## config.mk

```make
export PLATFORM = sky130hd
export DESIGN_NAME = stage_wb
export DESIGN_NICKNAME = d
export VERILOG_FILES = /design/src/rtl/stage_wb_pkg.sv /design/src/rtl/stage_wb_matrix_row_gather.sv /design/src/rtl/stage_wb.sv
export SDC_FILE = /design/constraint.sdc
export NUM_CORES = 1
export LEC_CHECK = 0
export ABC_CLOCK_PERIOD_IN_PS = 31500
export BUFFER_PORTS_ARGS = -buffer_cell sky130_fd_sc_hd__buf_2
export CORE_AREA = 3 3 183 203
export CTS_CLUSTER_DIAMETER = 150
export DETAILED_ROUTE_END_ITERATION = 8
export DIE_AREA = 0 0 186 206
export PLACE_DENSITY = 0.67
export REMOVE_ABC_BUFFERS = 1
export SLEW_MARGIN = 5
export SYNTH_ARGS = -nofsm -noshare
export SYNTH_HDL_FRONTEND = slang
export SYNTH_SLANG_ARGS = --single-unit
```

## constraint.sdc

```tcl
create_clock -name clk -period 31.5 [get_ports clk]
set_clock_uncertainty 0.05 [all_clocks]
set_input_delay 6.3 -clock clk [delete_from_list [all_inputs] [get_ports clk]]
set_output_delay 6.3 -clock clk [all_outputs]
set_load 0.005 [all_outputs]
```

## src/rtl/stage_wb_pkg.sv

```systemverilog
// Shared constants and encodings for the AdamRiscv write-back stage.
// Holds the w_select codes and the matrix-row gather FSM states.
package stage_wb_pkg;

  localparam int XLEN   = 32;
  localparam int MLANES = 4;
  localparam int LANE_W = 2;
  localparam int RD_W   = 5;

  localparam logic [1:0] W_SEL_ALU = 2'b00;
  localparam logic [1:0] W_SEL_PC4 = 2'b01;
  localparam logic [1:0] W_SEL_MEM = 2'b10;
  localparam logic [1:0] W_SEL_MAT = 2'b11;

  typedef enum logic [1:0] {
    WB_IDLE   = 2'b00,
    WB_GATHER = 2'b01,
    WB_COMMIT = 2'b10
  } wb_state_e;

endpackage

```

## src/rtl/stage_wb_matrix_row_gather.sv

```systemverilog
// Collects 32-bit matrix beats into a 128-bit row and emits a one-cycle
// commit pulse with the assembled row once the beat flagged last arrives.
module stage_wb_matrix_row_gather
  import stage_wb_pkg::*;
#(
  parameter int XLEN   = stage_wb_pkg::XLEN,
  parameter int MLANES = stage_wb_pkg::MLANES,
  parameter int LANE_W = stage_wb_pkg::LANE_W
) (
  input  logic                   clk,
  input  logic                   rst,
  input  logic                   beat_ok,
  input  logic                   flush,
  input  logic [LANE_W-1:0]      lane,
  input  logic                   mlast,
  input  logic [RD_W-1:0]        rd,
  input  logic [XLEN-1:0]        data,
  output logic [XLEN*MLANES-1:0] row_data,
  output logic [RD_W-1:0]        row_rd,
  output logic                   row_commit,
  output logic                   row_partial,
  output logic                   busy
);

  wb_state_e               state_r;
  logic [XLEN*MLANES-1:0]  buf_r;
  logic [MLANES-1:0]       lane_valid_r;
  logic [RD_W-1:0]         rd_r;
  logic [XLEN*MLANES-1:0]  row_data_r;
  logic                    row_commit_r;
  logic                    row_partial_r;

  logic [XLEN*MLANES-1:0]  buf_nxt_s;
  logic [MLANES-1:0]       lane_valid_nxt_s;
  logic                    first_beat_s;
  logic [RD_W-1:0]         rd_first_s;

  // Buffer contents and row rd as they would look after merging this beat.
  always_comb begin
    buf_nxt_s        = buf_r;
    lane_valid_nxt_s = lane_valid_r;
    if (beat_ok) begin
      buf_nxt_s[int'(lane)*XLEN +: XLEN] = data;
      lane_valid_nxt_s[lane]             = 1'b1;
    end else begin
      buf_nxt_s        = buf_r;
      lane_valid_nxt_s = lane_valid_r;
    end
    case (state_r)
      WB_GATHER: first_beat_s = 1'b0;
      WB_IDLE:   first_beat_s = 1'b1;
      WB_COMMIT: first_beat_s = 1'b1;
      default:   first_beat_s = 1'b1;
    endcase
    if (first_beat_s) begin
      rd_first_s = rd;
    end else begin
      rd_first_s = rd_r;
    end
  end

  // Gather FSM: accumulate beats, commit on the last one, abort on flush.
  always_ff @(posedge clk or posedge rst) begin
    if (rst) begin
      state_r       <= WB_IDLE;
      buf_r         <= '0;
      lane_valid_r  <= '0;
      rd_r          <= '0;
      row_data_r    <= '0;
      row_commit_r  <= 1'b0;
      row_partial_r <= 1'b0;
    end else begin
      row_commit_r  <= 1'b0;
      row_partial_r <= 1'b0;
      if (flush) begin
        state_r      <= WB_IDLE;
        buf_r        <= '0;
        lane_valid_r <= '0;
      end else if (beat_ok) begin
        rd_r <= rd_first_s;
        if (mlast) begin
          // Unwritten lanes are already zero because the buffer is cleared per row.
          row_data_r    <= buf_nxt_s;
          row_commit_r  <= 1'b1;
          row_partial_r <= ~&lane_valid_nxt_s;
          buf_r         <= '0;
          lane_valid_r  <= '0;
          state_r       <= WB_COMMIT;
        end else begin
          buf_r        <= buf_nxt_s;
          lane_valid_r <= lane_valid_nxt_s;
          state_r      <= WB_GATHER;
        end
      end else begin
        case (state_r)
          WB_GATHER: state_r <= WB_GATHER;
          WB_COMMIT: state_r <= WB_IDLE;
          WB_IDLE:   state_r <= WB_IDLE;
          default:   state_r <= WB_IDLE;
        endcase
      end
    end
  end

  assign row_data    = row_data_r;
  assign row_rd      = rd_r;
  assign row_commit  = row_commit_r;
  assign row_partial = row_partial_r;
  assign busy        = (state_r == WB_GATHER);

endmodule

```

## src/rtl/stage_wb.sv

```systemverilog
// Write-back stage: MEM/WB register, scalar write-back mux and the
// matrix-row gather that feeds the matrix register file.
module stage_wb
  import stage_wb_pkg::*;
#(
  parameter int XLEN   = stage_wb_pkg::XLEN,
  parameter int MLANES = stage_wb_pkg::MLANES,
  parameter int LANE_W = stage_wb_pkg::LANE_W
) (
  input  logic                   clk,
  input  logic                   rst,
  input  logic                   me_valid,
  input  logic [1:0]             me_w_select,
  input  logic [XLEN-1:0]        me_alu_o,
  input  logic [XLEN-1:0]        me_pc4,
  input  logic [XLEN-1:0]        me_mem_data,
  input  logic [RD_W-1:0]        me_rd,
  input  logic                   me_regs_write,
  input  logic [LANE_W-1:0]      me_lane,
  input  logic                   me_mlast,
  input  logic                   wb_stall,
  input  logic                   wb_flush,
  output logic [1:0]             wb_w_select,
  output logic [RD_W-1:0]        wb_rd,
  output logic                   wb_regs_write,
  output logic [XLEN-1:0]        w_regs_data,
  output logic                   wb_matrix_write,
  output logic [XLEN*MLANES-1:0] w_matrix_data,
  output logic                   wb_partial,
  output logic                   wb_busy
);

  logic              accept_s;
  logic              mat_beat_s;
  logic [XLEN-1:0]   scalar_data_s;
  logic [RD_W-1:0]   row_rd_s;
  logic              gather_busy_s;

  logic [1:0]        wb_w_select_r;
  logic [RD_W-1:0]   wb_rd_r;
  logic              wb_regs_write_r;
  logic [XLEN-1:0]   w_regs_data_r;

  // Beat acceptance and scalar source selection.
  always_comb begin
    accept_s   = me_valid & ~wb_stall & ~wb_flush;
    mat_beat_s = accept_s & (me_w_select == W_SEL_MAT);
    case (me_w_select)
      W_SEL_ALU: scalar_data_s = me_alu_o;
      W_SEL_PC4: scalar_data_s = me_pc4;
      W_SEL_MEM: scalar_data_s = me_mem_data;
      default:   scalar_data_s = me_alu_o;
    endcase
  end

  // MEM/WB register; a matrix commit also drives rd/select for forwarding.
  always_ff @(posedge clk or posedge rst) begin
    if (rst) begin
      wb_w_select_r   <= 2'b00;
      wb_rd_r         <= '0;
      wb_regs_write_r <= 1'b0;
      w_regs_data_r   <= '0;
    end else begin
      wb_regs_write_r <= 1'b0;
      if (accept_s && (me_w_select != W_SEL_MAT)) begin
        w_regs_data_r   <= scalar_data_s;
        wb_rd_r         <= me_rd;
        wb_w_select_r   <= me_w_select;
        wb_regs_write_r <= me_regs_write & (me_rd != 5'd0);
      end else if (mat_beat_s && me_mlast) begin
        wb_rd_r       <= gather_busy_s ? row_rd_s : me_rd;
        wb_w_select_r <= W_SEL_MAT;
      end else begin
        wb_rd_r       <= wb_rd_r;
        wb_w_select_r <= wb_w_select_r;
      end
    end
  end

  stage_wb_matrix_row_gather #(
    .XLEN   (XLEN),
    .MLANES (MLANES),
    .LANE_W (LANE_W)
  ) u_gather (
    .clk         (clk),
    .rst         (rst),
    .beat_ok     (mat_beat_s),
    .flush       (wb_flush),
    .lane        (me_lane),
    .mlast       (me_mlast),
    .rd          (me_rd),
    .data        (me_mem_data),
    .row_data    (w_matrix_data),
    .row_rd      (row_rd_s),
    .row_commit  (wb_matrix_write),
    .row_partial (wb_partial),
    .busy        (gather_busy_s)
  );

  assign wb_w_select   = wb_w_select_r;
  assign wb_rd         = wb_rd_r;
  assign wb_regs_write = wb_regs_write_r;
  assign w_regs_data   = w_regs_data_r;
  assign wb_busy       = gather_busy_s;

endmodule

```

==> run_results.csv, run 1 <==
group,metric,value,unit
power_and_ir_drop,netSwitchingFraction,27.9,%
worst_setup_path,r2r_slack,30.01,ns
detailed_routing,dr.pass1.iters,7,
clock_network,clk_path_buf_depth,3,
die,start_util,39.8,%
sta,maxSlewHeadroom,20.2,%
power_and_ir_drop,comb_power_share,16.7,%
synthesis,yosysUniqueCellTypes,43,
place,place.gp.congestion,0.759,
worst_hold_path,hold_depth,2,
power_and_ir_drop,switchingPower,297,uW
sta,fin_crit_sh,29.1,%
sta,fin_setup_tns,0,ns
detailed_routing,vias_per_cell,6.05,
synthesis,ys_warn_count,0,
detailed_routing,avgRoutedWirePerCell,23.4,um
power_and_ir_drop,total_power,1.07,mW
final_layout,layout_common_cells,"dfrtp_1, buf_2, a21oi_1",
sta,whs,0.424,ns
worst_setup_path,timing.rr.end,"wb_rd[1]",
clock_network,cts_tree,"done",
place,portBuffers,282,
worst_hold_path,hold_end,"w_regs_data[2]",
power_and_ir_drop,p_per_area,64.8,mW/mm2
sta,max_freq,109,MHz
clock_network,h-tree-depth,2,
synthesis,yosysSeqAreaShare,55.2,%
synthesis,synth_area,0.0140,mm2
power_and_ir_drop,clkPwrFrac,38.6,%
sta,finalMaxSlewViolations,0,
final_layout,final_common_cell,"dfrtp_1",
sta,tightest_slew,1.19,ns
worst_hold_path,hp-class,"flip-flop to flip-flop",
clock_network,ctsResizeCount,0,
worst_setup_path,crit_fanout,37,
global_route,grt_max_degree,175,
synthesis,postSynthCellCount,1271,
worst_setup_path,critPathCaptureType,"flip-flop",
run_status,status,"complete, no violations",
die,die_height,206,um
clock_network,clkSinkCount,308,
die,rows,72,
clock_network,clock_latency,0.51,ns
final_layout,drive_gt1_share,26.0,%
place,dp_hpwl,26200,um
worst_setup_path,reg2reg_from,"u_gather.row_commit",
power_and_ir_drop,power.leakage,7.50,nW
global_route,grt_overflow,0,
synthesis,async_flop_share,100,%
sta,period_needed,9.17,ns
place,placed_area,0.0153,mm2
die,dieArea,0.0383,mm2
die,die_width,186,um
worst_setup_path,r2r_cells,3,
detailed_routing,drc_errors,0,
worst_setup_path,arrival,9.55,ns
die,core_area,0.0351,mm2
worst_setup_path,crit_required,31.88,ns
clock_network,cts_hold_buf,0,
worst_setup_path,startpoint_type,"input pin",
die,io_pins,283,
power_and_ir_drop,internal-power,769,uW
power_and_ir_drop,vdd_drop_max,0.0000301,V
global_route,grt_usage,22.7,%
global_route,antenna_found_initial,0,
detailed_routing,vias,11500,
global_route,grt_pass1_wl,68400,um
sta,hold_viol_final,0,
synthesis,avgSynthCellArea,11.0,um2
sta,finalSetupViolCount,0,
synthesis,ys_seq_elements,308,
synthesis,synth_flop_cell,"dfrtp_1",
global_route,grt_pass1_vias,11300,
final_layout,fillers,3259,
clock_network,path_clk_slew,0.06,ns
sta,rsz0062_at_grt,"no",
detailed_routing,drt.antenna.violating_nets,0,
power_and_ir_drop,seqPwrFrac,44.6,%
detailed_routing,drt_wl_total,44600,um
final_layout,syn_to_final_growth,17.9,%
final_layout,layout.nets,1564,
worst_setup_path,crit_type,"input pin to flip-flop",
final_layout,postLayoutCellArea,0.0165,mm2
detailed_routing,drt_iter0_drc,1016,
synthesis,synth_enable_flop_cells,0,
clock_network,cts_buffers,35,
worst_hold_path,holdCritStartpoint,"w_regs_data[2]",
job,maxCapViolCount,0,
final_layout,antennaDiodeCount,0,
clock_network,root_buffer,"clkbuf_16",
clock_network,cts_setup_buffers,0,
[flip-flops by register name, summed over array words and instances (netlist names)]
name	cells
u_gather.row_partial	1
u_gather.lane_valid_r	4
u_gather.state_r	1
u_gather.row_commit	1
w_regs_data	32
u_gather.row_rd	5
wb_w_select	2
u_gather.buf_r	128
wb_regs_write	1
u_gather.row_data	128
wb_rd	5
[through the flow]
step / utilization, % / setup slack (ns) / instances
after floorplan: - / 16.63 / 1109
after detailed placement: 43.6 / 21.84 / 1848
final: 46.9 / 22.33 / 1908
after CTS: 46.9 / 22.38 / 1908
after global routing: 46.9 / 22.19 / 1908
after global placement: 43.6 / 21.98 / 1848
[synthesized netlist by cell type (2+ instances only)]
master,instances,share of area (%)
a22oi_1,2,0.11
nor2b_1,65,2.9
o31ai_1,33,1.8
a221oi_1,32,2.0
a32oi_1,64,4.0
buf_4,38,2.0
a22o_1,128,8.0
nor4b_4,3,0.51
nand2b_1,34,1.5
or2_1,3,0.13
mux2_2,5,0.40
a21oi_1,267,9.6
nor2_1,2,0.054
ha_1,11,0.99
nand4_1,5,0.22
buf_1,12,0.32
o221ai_1,5,0.31
inv_1,14,0.38
and3b_1,2,0.13
clkbuf_1,70,1.9
a31oi_1,34,1.5
nand3_1,4,0.14
nand3b_1,33,1.8
nor3b_2,2,0.18
dfrtp_1,308,55
buf_2,33,1.2
buf_6,7,0.56
nand2_1,40,1.1
[cell type report]
class,instances,area [um2],area share [%]
sequential,308,7710,46.8
multi-input combinational,786,5450,33.1
timing repair buffer,295,1520,9.26
clock buffer,53,1100,6.66
tap,444,556,3.37
inverter,15,66.3,0.403
clock inverter,7,63.8,0.388
[logic make-up after synthesis]
kind of cell / share of synthesized area, %
AOI/OAI and AO/OA: 27.5
adders and majority gates: 0.985
buffers and inverters: 6.48
DFF: 55.2
muxes: 0.403
and+or+nand+nor: 9.49
[power groups by stage]
stage | Clock [mW] | Sequential (mW) | Combinational, mW
after detailed placement | 0 | 0.482 | 0.181
after global placement | 0 | 0.481 | 0.177
final | 0.412 | 0.476 | 0.179
after global routing | 0.436 | 0.482 | 0.200
after CTS | 0.420 | 0.476 | 0.181
after floorplan | 0 | 0.485 | 0.0719
[routing by layer]
| metal | vias up | global-route usage [%] | wire (um) |
|---|---|---|---|
| li1 | 5099 | - | - |
| met1 | 5892 | 30.6 | 18600 |
| met2 | 489 | 37.9 | 21800 |
| met3 | 64 | 4.35 | 3150 |
| met4 | 0 | 5.75 | 1000 |
| met5 | - | 0 | 0 |
[worst max path at each step]
stage / slack, ns / cells past startpoint / endpoint / start
2_1_floorplan: 16.63 / 1 / u_gather.buf_r[0] / rst
3_3_place_gp: 21.98 / 7 / u_gather.buf_r[9] / me_lane[0]
3_5_place_dp: 21.84 / 7 / u_gather.buf_r[0] / me_lane[0]
4_1_cts: 22.38 / 7 / u_gather.buf_r[10] / me_lane[0]
5_1_grt: 22.19 / 7 / u_gather.buf_r[0] / me_lane[0]
6_report: 22.33 / 7 / u_gather.buf_r[10] / me_lane[0]
[critical path: stages]
cell      delay (ns)
buf_2           0.16
inv_1           0.15
ha_2            0.89
and4bb_2        1.05
nor3b_4         0.30
buf_4           0.44
a22o_1          0.23
Power figures use the tool's default switching activity.
==> run 2: changes to the inputs <==
- ABC_CLOCK_PERIOD_IN_PS: 31500 -> 7800
- PLACE_DENSITY: 0.67 -> 0.7
- clock period: 31.5 -> 7.8 ns (I/O delays scaled with it)
==> run_results.csv, run 2 (synthesis results as in run 1) <==
group,metric,value,unit
place,portBuffers,282,
detailed_routing,avgRoutedWirePerCell,23.4,um
final_layout,layout_common_cells,"dfrtp_1, buf_2, a21oi_1",
final_layout,syn_to_final_growth,17.7,%
clock_network,cts_hold_buf,0,
place,placed_area,0.0153,mm2
sta,finalSetupViolCount,0,
clock_network,root_buffer,"clkbuf_16",
worst_setup_path,arrival,4.84,ns
sta,rsz0062_at_grt,"no",
global_route,grt_pass1_wl,68100,um
clock_network,clk_path_buf_depth,3,
sta,fin_setup_tns,0,ns
global_route,grt_usage,22.6,%
global_route,grt_pass1_vias,11400,
final_layout,drive_gt1_share,26.0,%
sta,finalMaxSlewViolations,0,
die,dieArea,0.0383,mm2
power_and_ir_drop,vdd_drop_max,0.000173,V
sta,setup_ws,3.36,ns
final_layout,fillers,3227,
clock_network,clock_latency,0.51,ns
sta,tightest_slew,1.26,ns
die,die_height,206,um
run_status,status,"complete, no violations",
job,maxCapViolCount,0,
clock_network,cts_tree,"done",
place,post-place-ws,2.87,ns
detailed_routing,vias,11500,
worst_setup_path,cp_cell_sequence,"buf_2, inv_1, ha_2, and4bb_2, nor3b_4, buf_4, a22o_1",
global_route,antenna_found_initial,0,
worst_setup_path,crit_required,8.20,ns
worst_hold_path,hp-class,"flip-flop to flip-flop",
detailed_routing,drc_errors,0,
power_and_ir_drop,p_per_area,261,mW/mm2
worst_setup_path,cpPeakStageDelay,1.02,ns
clock_network,clkSinkCount,308,
power_and_ir_drop,total_power,4.29,mW
final_layout,postLayoutCellArea,0.0164,mm2
global_route,grt_overflow,0,
global_route,grt_max_degree,167,
sta,fin_crit_sh,56.9,%
clock_network,path_clk_slew,0.06,ns
clock_network,ctsResizeCount,0,
sta,max_freq,225,MHz
place,place.gp.congestion,0.768,
final_layout,final_common_cell,"dfrtp_1",
clock_network,h-tree-depth,2,
die,core_area,0.0351,mm2
detailed_routing,drt.antenna.violating_nets,0,
detailed_routing,drt_wl_total,44700,um
clock_network,cts_setup_buffers,0,
worst_setup_path,critPathSlowestCell,"and4bb_2",
worst_setup_path,startpoint_type,"input pin",
sta,period_needed,4.44,ns
worst_setup_path,crit_fanout,37,
detailed_routing,drt_iter0_drc,964,
place,dp_hpwl,26200,um
sta,maxSlewHeadroom,15.6,%
die,rows,72,
die,die_width,186,um
sta,hold_viol_final,0,
power_and_ir_drop,power.leakage,7.48,nW
final_layout,antennaDiodeCount,0,
final_layout,layout.nets,1563,
die,io_pins,283,
sta,whs,0.421,ns
die,start_util,39.8,%
detailed_routing,dr.pass1.iters,5,
worst_setup_path,critPathCaptureType,"flip-flop",
worst_setup_path,crit_type,"input pin to flip-flop",
clock_network,cts_buffers,34,
detailed_routing,vias_per_cell,6.02,
[run 2: routing by layer]
layer  part of all wire (%)  GRT usage (%)
met1                     42           30.1
met2                     49           38.0
met3                    7.0           4.37
met4                    2.0           5.77
met5                      0              0
[run 2: path summary, 6_finish.rpt]
path	from	to	slack, ns	cells after the start
max reg2reg	u_gather.row_commit	wb_rd[1]	6.39	3
max	me_lane[0]	u_gather.buf_r[19]	3.36	7
min reg2reg	w_regs_data[31]	w_regs_data[31]	0.42	2
min	w_regs_data[31]	w_regs_data[31]	0.42	2
max in group asynchronous	rst	u_gather.row_data[97]	5.00	3
min in group asynchronous	rst	w_regs_data[0]	1.22	2
[run 2: cell type report]
cell class                      count  area (um2)  share of cell area (%)
Sequential cell                   308        7710                    46.9
Multi-Input combinational cell    786        5450                    33.2
Timing Repair Buffer              295        1520                    9.27
Clock buffer                       48        1010                    6.17
Tap cell                          444         556                    3.38
Clock inverter                     11         118                   0.715
Inverter                           15        66.3                   0.403
[run 2: stage by stage]
stage,utilization (%),cells
floorplan,-,1109
global placement,43.6,1848
detailed placement,43.6,1848
CTS,46.8,1907
global route,46.8,1907
finish,46.8,1907
[run 2: critical path: cells and delay by family]
kind	cells	cell delay [ns]
AND/OR/NAND/NOR	2	1.32
buffers and inverters	3	0.80
AO/OA/AOI/OAI	1	0.23
adder cells (fa/ha/maj)	1	0.88
[run 2: report_power, final]
group	switching, mW	internal (mW)
clock network	0.662	0.974
logic	0.423	0.301
registers	0.120	1.81
total	1.20	3.08
==> run 3: changes to the inputs <==
- ABC_CLOCK_PERIOD_IN_PS: 7800 -> 3600
- clock period: 7.8 -> 3.6 ns (I/O delays scaled with it)
==> run_results.csv, run 3 (synthesis results as in run 1) <==
group,metric,value,unit
run_status,status,"complete, no violations",
power_and_ir_drop,vdd_drop_max,0.000328,V
global_route,grt_pass1_vias,11600,
worst_setup_path,crit_required,4.00,ns
die,core_area,0.0351,mm2
global_route,grt_usage,22.6,%
clock_network,path_clk_slew,0.06,ns
power_and_ir_drop,p_per_area,562,mW/mm2
worst_setup_path,critPathCaptureType,"flip-flop",
detailed_routing,vias_per_cell,6.02,
worst_setup_path,startpoint_type,"input pin",
sta,maxSlewHeadroom,20.0,%
clock_network,h-tree-depth,2,
final_layout,layout.nets,1584,
power_and_ir_drop,total_power,9.42,mW
clock_network,cts_hold_buf,0,
job,maxCapViolCount,0,
detailed_routing,avgRoutedWirePerCell,23.0,um
clock_network,root_buffer,"clkbuf_16",
sta,tightest_slew,1.20,ns
place,dp_hpwl,27800,um
detailed_routing,drt_iter0_drc,1088,
worst_hold_path,hp-class,"input pin to asynchronous set/reset pin",
clock_network,cts_setup_buffers,0,
global_route,grt_overflow,0,
die,dieArea,0.0383,mm2
power_and_ir_drop,power.leakage,7.64,nW
clock_network,ctsResizeCount,0,
worst_setup_path,crit_fanout,33,
sta,finalMaxSlewViolations,0,
die,start_util,39.8,%
final_layout,drive_gt1_share,26.8,%
final_layout,antennaDiodeCount,0,
die,io_pins,283,
place,placed_cells,1869,
final_layout,finalNonFillerCells,1930,
final_layout,layout_common_cells,"dfrtp_1, buf_2, a21oi_1",
worst_setup_path,critPathBufInv,3,
detailed_routing,drt.antenna.violating_nets,0,
detailed_routing,vias,11600,
sta,hold_viol_final,0,
die,rows,72,
clock_network,clkSinkCount,308,
sta,fin_crit_sh,76.6,%
worst_setup_path,arrival,3.16,ns
sta,period_needed,2.76,ns
clock_network,clock_latency,0.52,ns
worst_setup_path,cpPeakStageDelay,0.86,ns
die,die_width,186,um
final_layout,fillers,3184,
clock_network,cts_tree,"done",
sta,max_freq,363,MHz
final_layout,utilization,47.7,%
clock_network,cts_buffers,34,
worst_setup_path,critPathSlowestCell,"and4bb_2",
global_route,grt_pass1_wl,68100,um
place,place.gp.congestion,0.771,
sta,rsz0062_at_grt,"no",
sta,finalSetupViolCount,0,
global_route,antenna_found_initial,0,
sta,fin_setup_tns,0,ns
worst_setup_path,r2r_slack,2.17,ns
global_route,grt_max_degree,140,
detailed_routing,drt_wl_total,44500,um
die,die_height,206,um
final_layout,final_common_cell,"dfrtp_1",
detailed_routing,dr.pass1.iters,7,
worst_setup_path,cp_cell_sequence,"buf_2, inv_1, ha_2, and4bb_2, nor3b_4, buf_4, a22o_1",
clock_network,clk_path_buf_depth,3,
worst_setup_path,crit_type,"input pin to flip-flop",
final_layout,syn_to_final_growth,19.9,%
detailed_routing,drc_errors,0,
worst_setup_path,critPathTopFamily,"simple AND/OR/NAND/NOR gates",
place,portBuffers,282,
==> run 3: cell count changes in the layout (fill, tap and decap cells not counted), moves of 2 or more <==
cell | before | now
buf_4 | 13 | 25
buf_12 | 1 | 10
clkbuf_1 | 4 | 10
clkbuf_16 | 35 | 37
clkinv_2 | 5 | 3
clkinvlp_4 | 2 | 0
==> run 3: worst paths after layout <==
path                                startpoint                    to  cells past startpoint
hold / removal                             rst    u_gather.buf_r[54]                      2
max in group asynchronous                  rst  u_gather.row_data[6]                      3
setup reg to reg           u_gather.row_commit              wb_rd[1]                      3
setup / recovery                    me_lane[0]    u_gather.buf_r[18]                      7
min in group clk                 me_regs_write         wb_regs_write                      3
hold reg to reg                w_regs_data[22]       w_regs_data[22]                      2
==> run 3: layout make-up <==
class	instances	area, um2	share of cell area (%)
clock inverters	6	105	0.627
well taps	444	556	3.32
multi-input cells	786	5450	32.5
repair buffers	316	1790	10.7
clock buffers	55	1070	6.41
inverters	15	66.3	0.396
flip-flops and latches	308	7710	46.0
==> run 3: power breakdown <==
part / leakage, nW / switching, mW / internal [mW]
combinational: 3.04 / 0.919 / 0.676
clock: 0.579 / 1.40 / 2.25
sequential: 4.02 / 0.258 / 3.91
==> run 3: stage by stage <==
stage          instance area [um2]  hold WS, ns  worst slack [ns]
6_report                     16800        0.243             0.841
4_1_cts                      16800        0.264             0.886
3_5_place_dp                 15600        0.414             0.342
2_1_floorplan                13100        0.408             -5.69
5_1_grt                      16800        0.280             0.665
3_3_place_gp                 15600        0.404             0.454
==> run 3: metal layers <==
| metal | up-vias | wire [um] | part of all wire [%] | global-route usage [%] |
|---|---|---|---|---|
| met3 | 67 | 3420 | 7.7 | 4.40 |
| li1 | 5140 | - | - | - |
| met1 | 5868 | 19200 | 43 | 31.4 |
| met2 | 537 | 20900 | 47 | 36.4 |
| met5 | - | 0 | 0 | 0 |
| met4 | 0 | 893 | 2.0 | 6.23 |
